--- src/rtl/entity_frame_buffer_pkg.sv ---
// Shared definitions for the entity frame buffer and the PPU entity record format.
// Holds the empty record, the record field offsets and the default swap line.
package entity_frame_buffer_pkg;

    localparam int DEF_NUM_SLOTS = 15;
    localparam int DEF_ENTITY_W  = 18;
    localparam int DEF_SWAP_LINE = 480;

    // ID field of 4'hF marks a slot the PPU must skip.
    localparam logic [17:0] EMPTY_ENTITY = 18'h3F000;

    localparam int ID_MSB     = 17;
    localparam int ID_LSB     = 14;
    localparam int ORIENT_MSB = 13;
    localparam int ORIENT_LSB = 12;
    localparam int LOC_MSB    = 11;
    localparam int LOC_LSB    = 4;
    localparam int FLIP_BIT   = 3;
    localparam int COUNT_MSB  = 2;
    localparam int COUNT_LSB  = 0;

    typedef enum logic {
        IDLE  = 1'b0,
        CLEAR = 1'b1
    } fb_state_t;

endpackage

--- src/rtl/entity_slot_bank.sv ---
// Register array of entity slots with one indexed write port and a parallel
// load port used for the shadow-to-active copy.
module entity_slot_bank
    import entity_frame_buffer_pkg::*;
#(
    parameter int NUM_SLOTS = DEF_NUM_SLOTS,
    parameter int ENTITY_W  = DEF_ENTITY_W
) (
    input  logic                               clk,
    input  logic                               reset,
    input  logic                               wr_en,
    input  logic [3:0]                         wr_idx,
    input  logic [ENTITY_W-1:0]                wr_data,
    input  logic                               load_en,
    input  logic [NUM_SLOTS-1:0][ENTITY_W-1:0] load_data,
    output logic [NUM_SLOTS-1:0][ENTITY_W-1:0] slots
);

    // A parallel load wins over the indexed write; the top never asks for both.
    always_ff @(posedge clk) begin
        if (reset) begin
            for (int i = 0; i < NUM_SLOTS; i++) begin
                slots[i] <= ENTITY_W'(EMPTY_ENTITY);
            end
        end else if (load_en) begin
            slots <= load_data;
        end else if (wr_en && ({28'd0, wr_idx} < NUM_SLOTS)) begin
            slots[wr_idx] <= wr_data;
        end
    end

endmodule

--- src/rtl/entity_frame_buffer.sv ---
// Double-buffered entity slot table: game logic fills the shadow bank, which is
// published to the active bank (the PPU entity inputs) on the first vblank line.
module entity_frame_buffer
    import entity_frame_buffer_pkg::*;
#(
    parameter int NUM_SLOTS = DEF_NUM_SLOTS,
    parameter int ENTITY_W  = DEF_ENTITY_W,
    parameter int SWAP_LINE = DEF_SWAP_LINE
) (
    input  logic                clk_in,
    input  logic                reset,
    input  logic [9:0]          counter_V,
    input  logic                wr_valid,
    input  logic [3:0]          wr_slot,
    input  logic [ENTITY_W-1:0] wr_data,
    output logic                wr_ready,
    output logic                wr_err,
    input  logic                commit,
    input  logic                clear,
    output logic                commit_pending,
    output logic                frame_tick,
    output logic                swapped,
    output logic [ENTITY_W-1:0] entity_1,
    output logic [ENTITY_W-1:0] entity_2,
    output logic [ENTITY_W-1:0] entity_3,
    output logic [ENTITY_W-1:0] entity_4,
    output logic [ENTITY_W-1:0] entity_5,
    output logic [ENTITY_W-1:0] entity_6,
    output logic [ENTITY_W-1:0] entity_7,
    output logic [ENTITY_W-1:0] entity_8,
    output logic [ENTITY_W-1:0] entity_9,
    output logic [ENTITY_W-1:0] entity_10,
    output logic [ENTITY_W-1:0] entity_11,
    output logic [ENTITY_W-1:0] entity_12,
    output logic [ENTITY_W-1:0] entity_13,
    output logic [ENTITY_W-1:0] entity_14,
    output logic [ENTITY_W-1:0] entity_15
);

    localparam logic [3:0] LAST_IDX = 4'(NUM_SLOTS - 1);
    localparam logic [9:0] SWAP_V   = 10'(SWAP_LINE);

    fb_state_t state, state_next;
    logic [3:0] clr_idx, clr_idx_next;
    logic [9:0] prev_V;
    logic swap_edge, do_swap, wr_accept;
    logic shadow_we;
    logic [3:0] shadow_idx;
    logic [ENTITY_W-1:0] shadow_data;
    logic [NUM_SLOTS-1:0][ENTITY_W-1:0] shadow_slots, active_slots;

    assign wr_ready  = (state == IDLE);
    assign wr_accept = wr_valid && wr_ready;
    assign swap_edge = (counter_V == SWAP_V) && (prev_V != SWAP_V);
    // A commit arriving on the swap edge itself still publishes this frame.
    assign do_swap   = swap_edge && (state == IDLE) && (commit_pending || commit);

    always_ff @(posedge clk_in) begin
        if (reset) begin
            state   <= IDLE;
            clr_idx <= 4'd0;
        end else begin
            state   <= state_next;
            clr_idx <= clr_idx_next;
        end
    end

    always_comb begin
        state_next   = state;
        clr_idx_next = clr_idx;
        shadow_we    = 1'b0;
        shadow_idx   = wr_slot;
        shadow_data  = wr_data;
        case (state)
            IDLE: begin
                if (wr_accept && (wr_slot != 4'hF)) begin
                    shadow_we = 1'b1;
                end
                if (clear) begin
                    state_next   = CLEAR;
                    clr_idx_next = 4'd0;
                end
            end
            CLEAR: begin
                shadow_we   = 1'b1;
                shadow_idx  = clr_idx;
                shadow_data = ENTITY_W'(EMPTY_ENTITY);
                if (clear) begin
                    clr_idx_next = 4'd0;
                end else if (clr_idx == LAST_IDX) begin
                    state_next   = IDLE;
                    clr_idx_next = 4'd0;
                end else begin
                    clr_idx_next = clr_idx + 4'd1;
                end
            end
            default: begin
                state_next   = IDLE;
                clr_idx_next = 4'd0;
            end
        endcase
    end

    always_ff @(posedge clk_in) begin
        if (reset) begin
            prev_V         <= 10'd0;
            commit_pending <= 1'b0;
            frame_tick     <= 1'b0;
            swapped        <= 1'b0;
            wr_err         <= 1'b0;
        end else begin
            prev_V         <= counter_V;
            commit_pending <= do_swap ? 1'b0 : (commit_pending || commit);
            frame_tick     <= swap_edge;
            swapped        <= do_swap;
            wr_err         <= wr_accept && (wr_slot == 4'hF);
        end
    end

    // The copy reads the registered shadow, so a same-cycle write misses it.
    entity_slot_bank #(.NUM_SLOTS(NUM_SLOTS), .ENTITY_W(ENTITY_W)) shadow_bank (
        .clk       (clk_in),
        .reset     (reset),
        .wr_en     (shadow_we),
        .wr_idx    (shadow_idx),
        .wr_data   (shadow_data),
        .load_en   (1'b0),
        .load_data ('0),
        .slots     (shadow_slots)
    );

    entity_slot_bank #(.NUM_SLOTS(NUM_SLOTS), .ENTITY_W(ENTITY_W)) active_bank (
        .clk       (clk_in),
        .reset     (reset),
        .wr_en     (1'b0),
        .wr_idx    (4'd0),
        .wr_data   ('0),
        .load_en   (do_swap),
        .load_data (shadow_slots),
        .slots     (active_slots)
    );

    assign entity_1  = active_slots[0];
    assign entity_2  = active_slots[1];
    assign entity_3  = active_slots[2];
    assign entity_4  = active_slots[3];
    assign entity_5  = active_slots[4];
    assign entity_6  = active_slots[5];
    assign entity_7  = active_slots[6];
    assign entity_8  = active_slots[7];
    assign entity_9  = active_slots[8];
    assign entity_10 = active_slots[9];
    assign entity_11 = active_slots[10];
    assign entity_12 = active_slots[11];
    assign entity_13 = active_slots[12];
    assign entity_14 = active_slots[13];
    assign entity_15 = active_slots[14];

endmodule

--- config.mk ---
export PLATFORM = sky130hd
export DESIGN_NAME = entity_frame_buffer
export DESIGN_NICKNAME = d
export VERILOG_FILES = /design/src/rtl/entity_frame_buffer_pkg.sv /design/src/rtl/entity_slot_bank.sv /design/src/rtl/entity_frame_buffer.sv
export SDC_FILE = /design/constraint.sdc
export NUM_CORES = 1
export LEC_CHECK = 0
export BUFFER_PORTS_ARGS = -buffer_cell sky130_fd_sc_hd__buf_2
export CORE_ASPECT_RATIO = 0.75
export CORE_MARGIN = 4
export CORE_UTILIZATION = 51
export DETAILED_ROUTE_END_ITERATION = 8
export GPL_ROUTABILITY_DRIVEN = 0
export PLACE_DENSITY = 0.75
export SETUP_SLACK_MARGIN = 0.2
export SYNTH_ARGS = -nofsm -noshare
export SYNTH_HDL_FRONTEND = slang
export SYNTH_SLANG_ARGS = --single-unit
export TNS_END_PERCENT = 10
--- constraint.sdc ---
create_clock -name clk_in -period 1.6 [get_ports clk_in]
set_input_delay 0.16 -clock clk_in [delete_from_list [all_inputs] [get_ports clk_in]]
set_output_delay 0.16 -clock clk_in [all_outputs]
set_load 0.02 [all_outputs]
==> load_flow_metrics.sql, run 1 <==
INSERT INTO impl_metrics (metric_group, metric, value, unit) VALUES
('logic_synthesis', 'ys_ff_latch', '559', ''),
('critical_path', 'cp-endpoint', 'shadow_bank.slots[148]', ''),
('placement', 'portBuffers', '311', ''),
('die', 'initial_core_util', '51.70', '%'),
('power_and_ir_drop', 'power.combinational.fraction', '5.4', '%'),
('outcome', 'failed_checks', 'setup timing', ''),
('power_and_ir_drop', 'p_leak', '11.64', 'nW'),
('critical_path', 'timing.critical_path.buf_inv', '2', ''),
('grt', 'grt_start_max_net_pins', '95', ''),
('placement', 'place_inst', '2676', ''),
('critical_path', 'worstSetupPathDepth', '6', ''),
('route', 'detail_route.wirelength', '59470', 'um'),
('logic_synthesis', 'synth.avg_cell_area', '11.21', 'um^2'),
('grt', 'number_of_global_route_vias_before_repair', '15084', ''),
('logic_synthesis', 'post_synth_main_area_contributors', 'sky130_fd_sc_hd__dfxtp_1 (53%), sky130_fd_sc_hd__mux2i_1 (26%), sky130_fd_sc_hd__nand2b_1 (11%), sky130_fd_sc_hd__nor2_1 (3.5%), sky130_fd_sc_hd__buf_6 (1.5%)', ''),
('critical_path', 'crit_arrival', '2.25', 'ns'),
('critical_path', 'critPathRequiredTime', '2.05', 'ns'),
('sta', 'rsz_0062_raised_after_global_routing', 'true', ''),
('sta', 'setup_viol', '389', ''),
('placement', 'hpwl', '36690', 'um'),
('critical_path', 'regToRegSetupSlack', '-0.20', 'ns'),
('die', 'floorplan.die.width', '242.7', 'um'),
('sta', 'relSlewSlack', '60.38', '%'),
('critical_path', 'cp_top_family', 'simple AND/OR/NAND/NOR gates', ''),
('final_layout', 'areaGrowthSynthToFinish', '28.56', '%'),
('sta', 'holdWs', '0.03439', 'ns'),
('grt', 'grt_overflow_total', '0', ''),
('logic_synthesis', 'synth.yosys.seq_area_share', '53.10', '%'),
('sta', 'min_period_over_period', '112.6', '%'),
('power_and_ir_drop', 'power_density', '1043', 'nW/um^2'),
('critical_path', 'crit_slowest_cell', 'sky130_fd_sc_hd__or4b_4', ''),
('logic_synthesis', 'dominantRegCellSynth', 'sky130_fd_sc_hd__dfxtp_1', ''),
('critical_path', 'critPathLaunch', 'state', ''),
('clock_network', 'clk_pin_slew_worst_paths', '0.07', 'ns'),
('flow_run', 'max_cap_viol_count', '0', ''),
('die', 'placementRows', '64', ''),
('critical_path', 'critPathKind', 'flip-flop to flip-flop', ''),
('grt', 'grt_antenna_before_repair', '4', ''),
('sta', 'report.final.slew_viol_count', '0', ''),
('route', 'antenna_violating_nets_post_route', '0', ''),
('power_and_ir_drop', 'p_switching', '0.006174', 'W'),
('critical_path', 'setup.worst_path.start_class', 'flip-flop', ''),
('outcome', 'outcome', 'finished with violations', ''),
('die', 'io-pin-count', '312', ''),
('critical_path', 'crit-reg2reg-capture', 'shadow_bank.slots[148]', ''),
('logic_synthesis', 'mappedNetlistArea', '21070', 'um^2'),
('clock_network', 'clock_sink_count', '559', ''),
('placement', 'place_worst_setup_slack', '-0.2228', 'ns'),
('grt', 'first_pass_grt_wire_length', '89020', 'um'),
('grt', 'global_route.usage.total', '25.36', '%'),
('power_and_ir_drop', 'switching_share', '21.85', '%'),
('critical_path', 'reg2reg_depth', '6', ''),
('die', 'floorplan.die_area', '44670', 'um^2'),
('sta', 'setup_total_negative_slack', '-29.95', 'ns'),
('die', 'core_area', '40760', 'um^2'),
('route', 'post_drt_via_cell_ratio', '5.260', ''),
('logic_synthesis', 'ys.warnings.count', '0', ''),
('critical_path', 'crit_path_end_kind', 'flip-flop', ''),
('clock_network', 'cts_buffers', '53', ''),
('sta', 'post-route-worst-setup-slack', '-0.2021', 'ns'),
('logic_synthesis', 'yosys.area.top_type', 'sky130_fd_sc_hd__dfxtp_1', ''),
('logic_synthesis', 'postSynthNetCount', '1919', ''),
('critical_path', 'timing.rr.start', 'state', ''),
('logic_synthesis', 'synthCells', '1880', ''),
('final_layout', 'stdcell_count', '2844', ''),
('final_layout', 'fin_nets', '2312', ''),
('power_and_ir_drop', 'internal_power', '0.02208', 'W'),
('final_layout', 'final_core_utilization', '66.47', '%'),
('final_layout', 'drive_above_1_share', '26.11', '%'),
('clock_network', 'clock_tree.htree_level_count', '2', ''),
('route', 'route.vias.total', '14960', '');
==> state kept, by name (all words and copies together), names as in the netlist <==
signal,count
swapped,1
shadow_bank.slots,270
commit_pending,1
active_bank.slots,270
wr_err,1
prev_V,10
frame_tick,1
state,1
clr_idx,4
==> worst min-delay path by stage <==
stage                     cells past startpoint          from  slack (ns)                     end
final                                         4   wr_data[16]        0.03  shadow_bank.slots[268]
after global routing                          4   wr_data[16]        0.03  shadow_bank.slots[268]
after CTS                                     5  counter_V[2]        0.01              frame_tick
after detailed placement                      2  counter_V[9]        0.40               prev_V[9]
after global placement                        2         clear        0.39              clr_idx[0]
after floorplan                               1         clear        0.23              clr_idx[0]
==> worst min-delay path: stages <==
cell and delay (ns):
sky130_fd_sc_hd__buf_2 0.11, sky130_fd_sc_hd__nor2_4 0.05, sky130_fd_sc_hd__buf_4 0.13, sky130_fd_sc_hd__mux2i_1 0.11
==> area by class of cell <==
| type | instances | area [um^2] |
|---|---|---|
| fillers | 3058 | 13670 |
| flip-flops and latches | 559 | 11200 |
| multi-input cells | 1188 | 9489 |
| repair buffers | 467 | 3953 |
| clock buffers | 81 | 1603 |
| well taps | 528 | 660.6 |
| clock inverters | 14 | 155.1 |
| inverters | 4 | 22.52 |
| diodes | 3 | 7.507 |
==> cell families (layout without fill, tap and decap cells) <==
kind of cell	after synthesis	count (layout)	share of synthesized area (%)
other	0	3	0
multiplexers	540	540	25.65
flip-flops	559	559	53.10
buffers and inverters	142	566	4.019
adder cells (fa/ha/maj)	2	2	0.1187
AO/OA/AOI/OAI	18	18	0.8906
AND/OR/NAND/NOR	619	628	16.22
==> synthesized netlist by cell type, drive strengths merged (2+ instances only) <==
library cell and count:
nor2 195, nor3b 2, nor4 2, nand4b 2, clkbuf 73, buf 65, a21oi 3, nand3 6
inv 4, o21ai 2, dfxtp 559, nor3 3, a211oi 3, o31ai 3, and3 2, ha 2
mux2i 540, nand2b 361, nor2b 13, nand2 24
==> power groups by stage <==
stage / logic, W / clock network, W / registers [W]
global placement: 0.00120 / 0 / 0.0144
floorplan: 0.000707 / 0 / 0.0144
global route: 0.00160 / 0.0135 / 0.0141
finish: 0.00154 / 0.0127 / 0.0141
detailed placement: 0.00122 / 0 / 0.0144
CTS: 0.00149 / 0.0128 / 0.0141
==> through the flow <==
| step | total power [W] | cell area (um^2) |
|---|---|---|
| floorplan | 0.01507 | 21110 |
| global placement | 0.01557 | 23840 |
| detailed placement | 0.01559 | 23840 |
| CTS | 0.02839 | 26790 |
| global route | 0.02914 | 27090 |
| finish | 0.02826 | 27090 |
==> cell usage in the layout (no fill, tap or decap), types with 13 or more instances in the layout <==
| cell | synthesis | final |
|---|---|---|
| sky130_fd_sc_hd__buf_12 | 1 | 57 |
| sky130_fd_sc_hd__buf_2 | 22 | 310 |
| sky130_fd_sc_hd__buf_4 | 13 | 37 |
| sky130_fd_sc_hd__buf_6 | 28 | 25 |
| sky130_fd_sc_hd__clkbuf_16 | 0 | 61 |
| sky130_fd_sc_hd__clkbuf_8 | 0 | 15 |
| sky130_fd_sc_hd__dfxtp_1 | 559 | 554 |
| sky130_fd_sc_hd__dlygate4sd3_1 | 0 | 13 |
| sky130_fd_sc_hd__mux2i_1 | 540 | 535 |
| sky130_fd_sc_hd__nand2_1 | 15 | 13 |
| sky130_fd_sc_hd__nand2_8 | 0 | 13 |
| sky130_fd_sc_hd__nand2b_1 | 360 | 360 |
| sky130_fd_sc_hd__nor2_1 | 194 | 185 |
==> layer usage <==
metal	vias to the layer above	GRT usage, %	routed length, um
met3	110	4.009	2881
met1	7356	34.26	27070
met4	0	7.591	1737
met5	-	0	0
met2	400	42.38	27780
li1	7094	-	-
==> timing repair <==
action / 4_1_cts / 5_1_grt
hold endpoints to repair: 19 / 0
resized for setup: 90 / 31
gates cloned: 18 / 6
buffers inserted: 30 / 3
pin swaps: 11 / 14
hold buffers: 13 / 0
setup endpoints to repair: 542 / 543
No activity file was read; power rests on OpenSTA's default activity.
==> run 2, diff against run 1 <==
Settings changed: BUFFER_PORTS_ARGS -buffer_cell sky130_fd_sc_hd__buf_2 to -buffer_cell sky130_fd_sc_hd__buf_4, CORE_MARGIN 4 to 2.
==> run 2 against run 1 <==
Compared with the run above: clock-buffer cell count is the same; largest power group unchanged; fmax grew 3.4%; sequential cell count unchanged; largest cell class unchanged; wire length shrank 1.1%; first-iteration DRC count down 1.8%; register-to-register slack better by 0.06 ns; combinational power grew 3%; the run still ends with setup timing left; clock power decreased by 4%; via count shrank 0.70%; global-route usage grew 1.1 points.
==> load_flow_metrics.sql, run 2 (synthesis results as in run 1) <==
INSERT INTO impl_metrics (metric_group, metric, value, unit) VALUES
('die', 'floorplan.die.width', '238.7', 'um'),
('final_layout', 'areaGrowthSynthToFinish', '31.57', '%'),
('critical_path', 'reg2reg_depth', '8', ''),
('critical_path', 'crit_slowest_cell', 'sky130_fd_sc_hd__dfxtp_4', ''),
('die', 'core_area', '40760', 'um^2'),
('clock_network', 'clk_root_buffer_cell', 'sky130_fd_sc_hd__clkbuf_16', ''),
('final_layout', 'fin_nets', '2312', ''),
('final_layout', 'final-seq-area', '11200', 'um^2'),
('grt', 'top_usage_layer', 'met2', ''),
('final_layout', 'most_used_cells_in_the_layout_excluding_fill_and_tap_cells', 'sky130_fd_sc_hd__dfxtp_1 (552), sky130_fd_sc_hd__mux2i_1 (535), sky130_fd_sc_hd__nand2b_1 (360), sky130_fd_sc_hd__buf_4 (352), sky130_fd_sc_hd__nor2_1 (185)', ''),
('sta', 'worstMarginPinSlew', '0.5381', 'ns'),
('critical_path', 'worstPathCellList', 'buf_6, nor4bb_4, a31o_1, buf_6, buf_12, buf_12, nand2_8, mux2i_1', ''),
('die', 'floorplan.die_area', '42980', 'um^2'),
('critical_path', 'setup.worst_path.start_class', 'flip-flop', ''),
('final_layout', 'stdcell_count', '2843', ''),
('power_and_ir_drop', 'ir_worst_vdd', '739.3', 'uV'),
('placement', 'hpwl', '36220', 'um'),
('power_and_ir_drop', 'p_leak', '11.77', 'nW'),
('clock_network', 'cts_tree', 'yes', ''),
('sta', 'final.min_clock_period', '1.743', 'ns'),
('critical_path', 'regToRegSetupSlack', '-0.14', 'ns'),
('critical_path', 'cp-endpoint', 'shadow_bank.slots[38]', ''),
('grt', 'grt_start_max_net_pins', '156', ''),
('grt', 'grt_antenna_before_repair', '4', ''),
('die', 'die_h', '180.0', 'um'),
('die', 'io-pin-count', '312', ''),
('route', 'detailedRoute.firstPassIterationCount', '5', ''),
('grt', 'gr-usage-met3', '3.738', '%'),
('sta', 'relSlewSlack', '64.12', '%'),
('grt', 'first_pass_grt_wire_length', '88480', 'um'),
('sta', 'setup_viol', '418', ''),
('critical_path', 'crit_arrival', '2.19', 'ns'),
('final_layout', 'combined_area_of_the_multi_input_logic_cells', '9454', 'um^2'),
('final_layout', 'largest_registers', 'active_bank.slots x270, shadow_bank.slots x270, prev_V x10', ''),
('placement', 'place_worst_setup_slack', '-0.1726', 'ns'),
('final_layout', 'post-route-cell-area', '27730', 'um^2'),
('route', 'drt-initial-drc-count', '959', ''),
('clock_network', 'cts_max_path_buffers', '3', ''),
('route', 'drt_drc_violations_left', '0', ''),
('sta', 'rsz_0062_raised_after_global_routing', 'true', ''),
('final_layout', 'layout.filler_cells', '2979', ''),
('outcome', 'outcome', 'finished with violations', ''),
('power_and_ir_drop', 'power_density', '1005', 'nW/um^2'),
('sta', 'min_period_over_period', '108.9', '%'),
('critical_path', 'timing.rr.start', 'state', ''),
('grt', 'global_routing_usage_on_met1', '36.00', '%'),
('sta', 'skew', '0.01500', 'ns'),
('grt', 'grt_overflow_total', '0', ''),
('clock_network', 'clkLatencyLatePin', '0.57', 'ns'),
('outcome', 'failed_checks', 'setup timing', ''),
('critical_path', 'critPathKind', 'flip-flop to flip-flop', ''),
('sta', 'timing_hold_violations_final', '0', ''),
('clock_network', 'cts_buffers', '52', ''),
('min_path', 'min_path_type', 'input pin to flip-flop', ''),
('route', 'detail_route.wirelength', '58810', 'um'),
('sta', 'report.final.slew_viol_count', '0', ''),
('sta', 'post-route-worst-setup-slack', '-0.1430', 'ns'),
('critical_path', 'crit_path_end_kind', 'flip-flop', ''),
('placement', 'placed_area', '24590', 'um^2'),
('critical_path', 'critical_path.max_stage_delay', '0.38', 'ns'),
('clock_network', 'clk_pin_slew_worst_paths', '0.06', 'ns'),
('route', 'post_drt_via_cell_ratio', '5.225', ''),
('flow_run', 'max_cap_viol_count', '0', ''),
('grt', 'global_route.usage.total', '26.47', '%'),
('clock_network', 'clock_tree.htree_level_count', '2', ''),
('clock_network', 'clock_sink_count', '559', ''),
('route', 'route.vias.total', '14856', ''),
('route', 'antenna_violating_nets_post_route', '0', ''),
('final_layout', 'layout.cells.most_common', 'sky130_fd_sc_hd__dfxtp_1', ''),
('final_layout', 'drive_above_1_share', '25.95', '%'),
('critical_path', 'critPathLaunch', 'state', ''),
('sta', 'setup_total_negative_slack', '-25.36', 'ns'),
('grt', 'gr-usage-met2', '44.00', '%'),
('grt', 'number_of_global_route_vias_before_repair', '15033', ''),
('critical_path', 'crit-reg2reg-capture', 'shadow_bank.slots[38]', ''),
('route', 'post_drt_wl_per_cell', '20.68', 'um'),
('critical_path', 'critPathRequiredTime', '2.05', 'ns'),
('sta', 'max_freq', '573.7', 'MHz'),
('placement', 'portBuffers', '311', ''),
('die', 'initial_core_util', '51.70', '%'),
('die', 'placementRows', '64', ''),
('placement', 'place_inst', '2680', ''),
('critical_path', 'largest_fanout_on_the_critical_path', '6', '');
## run 2: final cells by class
| class | instances | area share, % |
|---|---|---|
| repair buffers | 468 | 16.92 |
| inverters | 4 | 0.09927 |
| clock buffers | 81 | 5.740 |
| diodes | 3 | 0.02707 |
| multi-input cells | 1188 | 34.10 |
| well taps | 528 | 2.383 |
| flip-flops and latches | 559 | 40.41 |
| clock inverters | 12 | 0.3294 |
## run 2: power breakdown
part | internal (W) | total (W) | switching (W)
clock network | 0.00697 | 0.0122 | 0.00523
logic | 0.000751 | 0.00159 | 0.000842
registers | 0.0140 | 0.0141 | 0.0000391
total | 0.0217 | 0.0279 | 0.00612
## run 2: worst max-delay path, delay by kind of cell (launching register included)
kind / cells / cell delay (ns)
DFF: 1 / 0.38
muxes: 1 / 0.11
buffers and inverters: 4 / 0.56
AOI/OAI and AO/OA: 1 / 0.19
and+or+nand+nor: 2 / 0.36
## run 2: worst min path at each step
stage | from | endpoint | slack, ns | depth (start not counted)
final | counter_V[4] | frame_tick | 0.03 | 5
after floorplan | clear | clr_idx[0] | 0.23 | 1
after global placement | clear | clr_idx[0] | 0.38 | 2
after global routing | wr_data[16] | shadow_bank.slots[250] | 0.02 | 4
after detailed placement | clear | clr_idx[0] | 0.38 | 2
after CTS | counter_V[4] | frame_tick | 0.009 | 5
## run 2: metal layers
| layer | part of all wire [%] | vias up |
|---|---|---|
| li1 | - | 7082 |
| met1 | 45 | 7312 |
| met2 | 48 | 370 |
| met3 | 4.6 | 92 |
| met4 | 2.6 | 0 |
| met5 | 0 | - |
## run 2: repair_timing
item | 4_1_cts | 5_1_grt
cloned | 16 | 8
hold endpoints to repair | 19 | 0
endpoints found under the setup margin | 545 | 546
buffers inserted | 28 | 1
hold buffers | 14 | 0
resized for setup | 87 | 25
pin swaps | 22 | 13
## run 2: per-stage QoR
step                hold slack [ns]  power, W  util (%)
floorplan                    0.2287   0.01507         -
global placement             0.3788   0.01558     60.33
detailed placement           0.3822   0.01560     60.33
CTS                        0.009387   0.02799     67.27
global route                0.02484   0.02868     68.03
finish                      0.02716   0.02786     68.03
==> run 3, diff against run 2 <==
Settings changed: CORE_MARGIN 2 to unset.
==> run 3 against run 2 <==
Compared with the run above: utilization down 0.70 points; fmax up 0.76%; power up 3.5%; global-route usage down 0.16 points; clock power up 9%; hold slack worse by 0.0035 ns; via count down 1.1%; the run still ends with setup timing left; critical path type unchanged; wire length down 0.91%.
==> load_flow_metrics.sql, run 3 (synthesis results as in run 1) <==
INSERT INTO impl_metrics (metric_group, metric, value, unit) VALUES
('grt', 'grt_antenna_before_repair', '2', ''),
('die', 'placementRows', '64', ''),
('route', 'detailedRoute.firstPassIterationCount', '4', ''),
('route', 'detail_route.wirelength', '58270', 'um'),
('power_and_ir_drop', 'internal_power', '0.02260', 'W'),
('sta', 'report.final.slew_viol_count', '0', ''),
('route', 'post_drt_via_cell_ratio', '5.198', ''),
('critical_path', 'crit_slowest_cell', 'sky130_fd_sc_hd__dfxtp_2', ''),
('final_layout', 'most_used_cells_in_the_layout_excluding_fill_and_tap_cells', 'sky130_fd_sc_hd__dfxtp_1 (553), sky130_fd_sc_hd__mux2i_1 (537), sky130_fd_sc_hd__nand2b_1 (360), sky130_fd_sc_hd__buf_4 (360), sky130_fd_sc_hd__nor2_1 (185)', ''),
('route', 'route.vias.total', '14696', ''),
('power_and_ir_drop', 'p_clk_share', '46.2', '%'),
('clock_network', 'cts_buffers', '53', ''),
('final_layout', 'stdcell_count', '2827', ''),
('critical_path', 'timing.rr.start', 'prev_V[4]', ''),
('placement', 'place_worst_setup_slack', '-0.1433', 'ns'),
('clock_network', 'clkLatencyLatePin', '0.58', 'ns'),
('sta', 'timing_hold_violations_final', '0', ''),
('critical_path', 'critical_path.max_stage_delay', '0.32', 'ns'),
('critical_path', 'critPathMostFrequentCell', 'sky130_fd_sc_hd__buf_12', ''),
('sta', 'setup_viol', '389', ''),
('critical_path', 'reg2reg_depth', '6', ''),
('power_and_ir_drop', 'power_density', '1051', 'nW/um^2'),
('final_layout', 'antennaDiodeCount', '0', ''),
('sta', 'max_freq', '578.1', 'MHz'),
('power_and_ir_drop', 'p_leak', '11.70', 'nW'),
('grt', 'global_route.usage.total', '26.31', '%'),
('clock_network', 'clk_pin_slew_worst_paths', '0.07', 'ns'),
('min_path', 'min_path_type', 'input pin to flip-flop', ''),
('critical_path', 'crit-reg2reg-capture', 'active_bank.slots[15]', ''),
('critical_path', 'largest_fanout_on_the_critical_path', '17', ''),
('sta', 'min_period_over_period', '108.1', '%'),
('grt', 'grt_start_max_net_pins', '161', ''),
('grt', 'number_of_global_route_vias_before_repair', '14604', ''),
('final_layout', 'layout.filler_cells', '3056', ''),
('sta', 'worstMarginPinSlew', '0.6052', 'ns'),
('min_path', 'whs_endpoint', 'shadow_bank.slots[176]', ''),
('die', 'floorplan.die.width', '236.7', 'um'),
('outcome', 'failed_checks', 'setup timing', ''),
('die', 'io-pin-count', '312', ''),
('critical_path', 'regToRegSetupSlack', '-0.13', 'ns'),
('critical_path', 'crit_arrival', '2.22', 'ns'),
('final_layout', 'drive_above_1_share', '25.23', '%'),
('final_layout', 'areaGrowthSynthToFinish', '30.21', '%'),
('sta', 'post-route-worst-setup-slack', '-0.1298', 'ns'),
('sta', 'rsz_0062_raised_after_global_routing', 'true', ''),
('power_and_ir_drop', 'p_seq_share', '48.8', '%'),
('route', 'antenna_violating_nets_post_route', '0', ''),
('min_path', 'timing.hold.worst_path_depth', '4', ''),
('sta', 'relSlewSlack', '59.66', '%'),
('critical_path', 'crit_path_end_kind', 'flip-flop', ''),
('critical_path', 'worstPathCellList', 'and4b_1, nand4b_1, and4_4, buf_12, buf_12, mux2i_2', ''),
('critical_path', 'critPathRequiredTime', '2.09', 'ns'),
('final_layout', 'largest_registers', 'active_bank.slots x270, shadow_bank.slots x270, prev_V x10', ''),
('die', 'initial_core_util', '51.70', '%'),
('clock_network', 'cts_max_path_buffers', '3', ''),
('final_layout', 'layout.cells.most_common', 'sky130_fd_sc_hd__dfxtp_1', ''),
('clock_network', 'clock_tree.htree_level_count', '2', ''),
('clock_network', 'clock_sink_count', '559', ''),
('grt', 'first_pass_grt_wire_length', '85460', 'um'),
('power_and_ir_drop', 'power.combinational.fraction', '5.0', '%'),
('flow_run', 'max_cap_viol_count', '0', ''),
('placement', 'hpwl', '36230', 'um'),
('placement', 'place_inst', '2674', ''),
('route', 'drt_drc_violations_left', '0', ''),
('power_and_ir_drop', 'ir_worst_vdd', '885.5', 'uV'),
('final_layout', 'fin_nets', '2293', ''),
('placement', 'placed_area', '24590', 'um^2'),
('clock_network', 'clk_root_buffer_cell', 'sky130_fd_sc_hd__clkbuf_16', ''),
('outcome', 'outcome', 'finished with violations', ''),
('sta', 'final.min_clock_period', '1.730', 'ns'),
('route', 'drt-initial-drc-count', '853', ''),
('grt', 'grt_overflow_total', '0', ''),
('die', 'floorplan.die_area', '42150', 'um^2'),
('die', 'core_area', '40760', 'um^2'),
('min_path', 'holdCritStartpoint', 'wr_data[14]', ''),
('power_and_ir_drop', 'p_total', '0.02884', 'W'),
('sta', 'skew', '0.01475', 'ns'),
('route', 'post_drt_wl_per_cell', '20.61', 'um'),
('final_layout', 'post-route-cell-area', '27440', 'um^2'),
('power_and_ir_drop', 'switching_share', '21.64', '%'),
('power_and_ir_drop', 'p_switching', '0.006242', 'W'),
('clock_network', 'cts_tree', 'yes', ''),
('critical_path', 'critPathKind', 'flip-flop to flip-flop', ''),
('placement', 'portBuffers', '311', ''),
('die', 'die_h', '178.0', 'um'),
('critical_path', 'setup.worst_path.start_class', 'flip-flop', '');
==> run 3: cell types whose count changed in the layout (fill, tap and decap cells not counted), moves of 2 or more <==
cell / change
sky130_fd_sc_hd__buf_4: +8
sky130_fd_sc_hd__buf_6: -14
sky130_fd_sc_hd__nand2_4: +2
sky130_fd_sc_hd__clkinvlp_4: +2
sky130_fd_sc_hd__diode_2: -3
sky130_fd_sc_hd__mux2i_2: -4
sky130_fd_sc_hd__clkbuf_1: -2
sky130_fd_sc_hd__buf_12: -7
sky130_fd_sc_hd__mux2i_1: +2
sky130_fd_sc_hd__nand2_8: -8
sky130_fd_sc_hd__mux2i_4: +2
sky130_fd_sc_hd__clkinv_2: -2
sky130_fd_sc_hd__bufinv_16: +4
==> run 3: power by group through the flow <==
| stage | clock [W] | combinational, W | sequential, W |
|---|---|---|---|
| 2_1_floorplan | 0 | 0.000707 | 0.0144 |
| 3_3_place_gp | 0 | 0.00122 | 0.0144 |
| 3_5_place_dp | 0 | 0.00124 | 0.0144 |
| 4_1_cts | 0.0135 | 0.00141 | 0.0141 |
| 5_1_grt | 0.0141 | 0.00151 | 0.0141 |
| 6_report | 0.0133 | 0.00145 | 0.0141 |
==> run 3: cell type report <==
| class | instances | area (um^2) | area share, % |
|---|---|---|---|
| inverter | 4 | 22.52 | 0.08207 |
| tap | 528 | 660.6 | 2.407 |
| timing repair buffer | 452 | 4385 | 15.98 |
| multi-input combinational | 1184 | 9290 | 33.85 |
| sequential | 559 | 11200 | 40.83 |
| clock inverter | 18 | 231.5 | 0.8435 |
| clock buffer | 82 | 1648 | 6.005 |
==> run 3: worst max-delay path by stage <==
stage | startpoint | cells past startpoint | slack, ns | endpoint
4_1_cts | state | 7 | -0.11 | shadow_bank.slots[54]
6_report | prev_V[4] | 6 | -0.13 | active_bank.slots[15]
3_3_place_gp | counter_V[0] | 7 | -0.12 | active_bank.slots[44]
2_1_floorplan | state | 7 | -0.06 | shadow_bank.slots[61]
5_1_grt | prev_V[4] | 6 | -0.19 | active_bank.slots[44]
3_5_place_dp | counter_V[9] | 7 | -0.14 | active_bank.slots[46]
==> run 3: through the flow <==
stage	util [%]	setup TNS, ns	hold WS (ns)
4_1_cts	66.58	-13.17	0.004877
6_report	67.33	-15.84	0.02365
3_5_place_dp	60.32	-36.20	0.3768
3_3_place_gp	60.32	-28.23	0.3600
5_1_grt	67.33	-44.52	0.01306
2_1_floorplan	-	-2.402	0.2287
==> run 3: worst max-delay path: cells and delay by family, from the launching register on <==
kind	cells	cell delay, ns
AND/OR/NAND/NOR	3	0.64
buffers and inverters	2	0.40
multiplexers	1	0.23
flip-flops	1	0.32
==> run 3: routing by layer <==
| layer | track usage [%] | share of wire [%] | vias up |
|---|---|---|---|
| met5 | 0 | 0 | - |
| met4 | 9.957 | 3.4 | 0 |
| met3 | 4.085 | 4.1 | 115 |
| met2 | 43.05 | 47 | 355 |
| met1 | 35.17 | 46 | 7204 |
| li1 | - | - | 7022 |
==> run 3: timing repair <==
item                                   CTS  global route
endpoints found under the hold margin   19             0
pin swaps                                5             8
setup endpoints to repair              542           546
cloned                                   8             9
resized for setup                       39            16
hold buffers                            14             0
setup buffers                           19             3
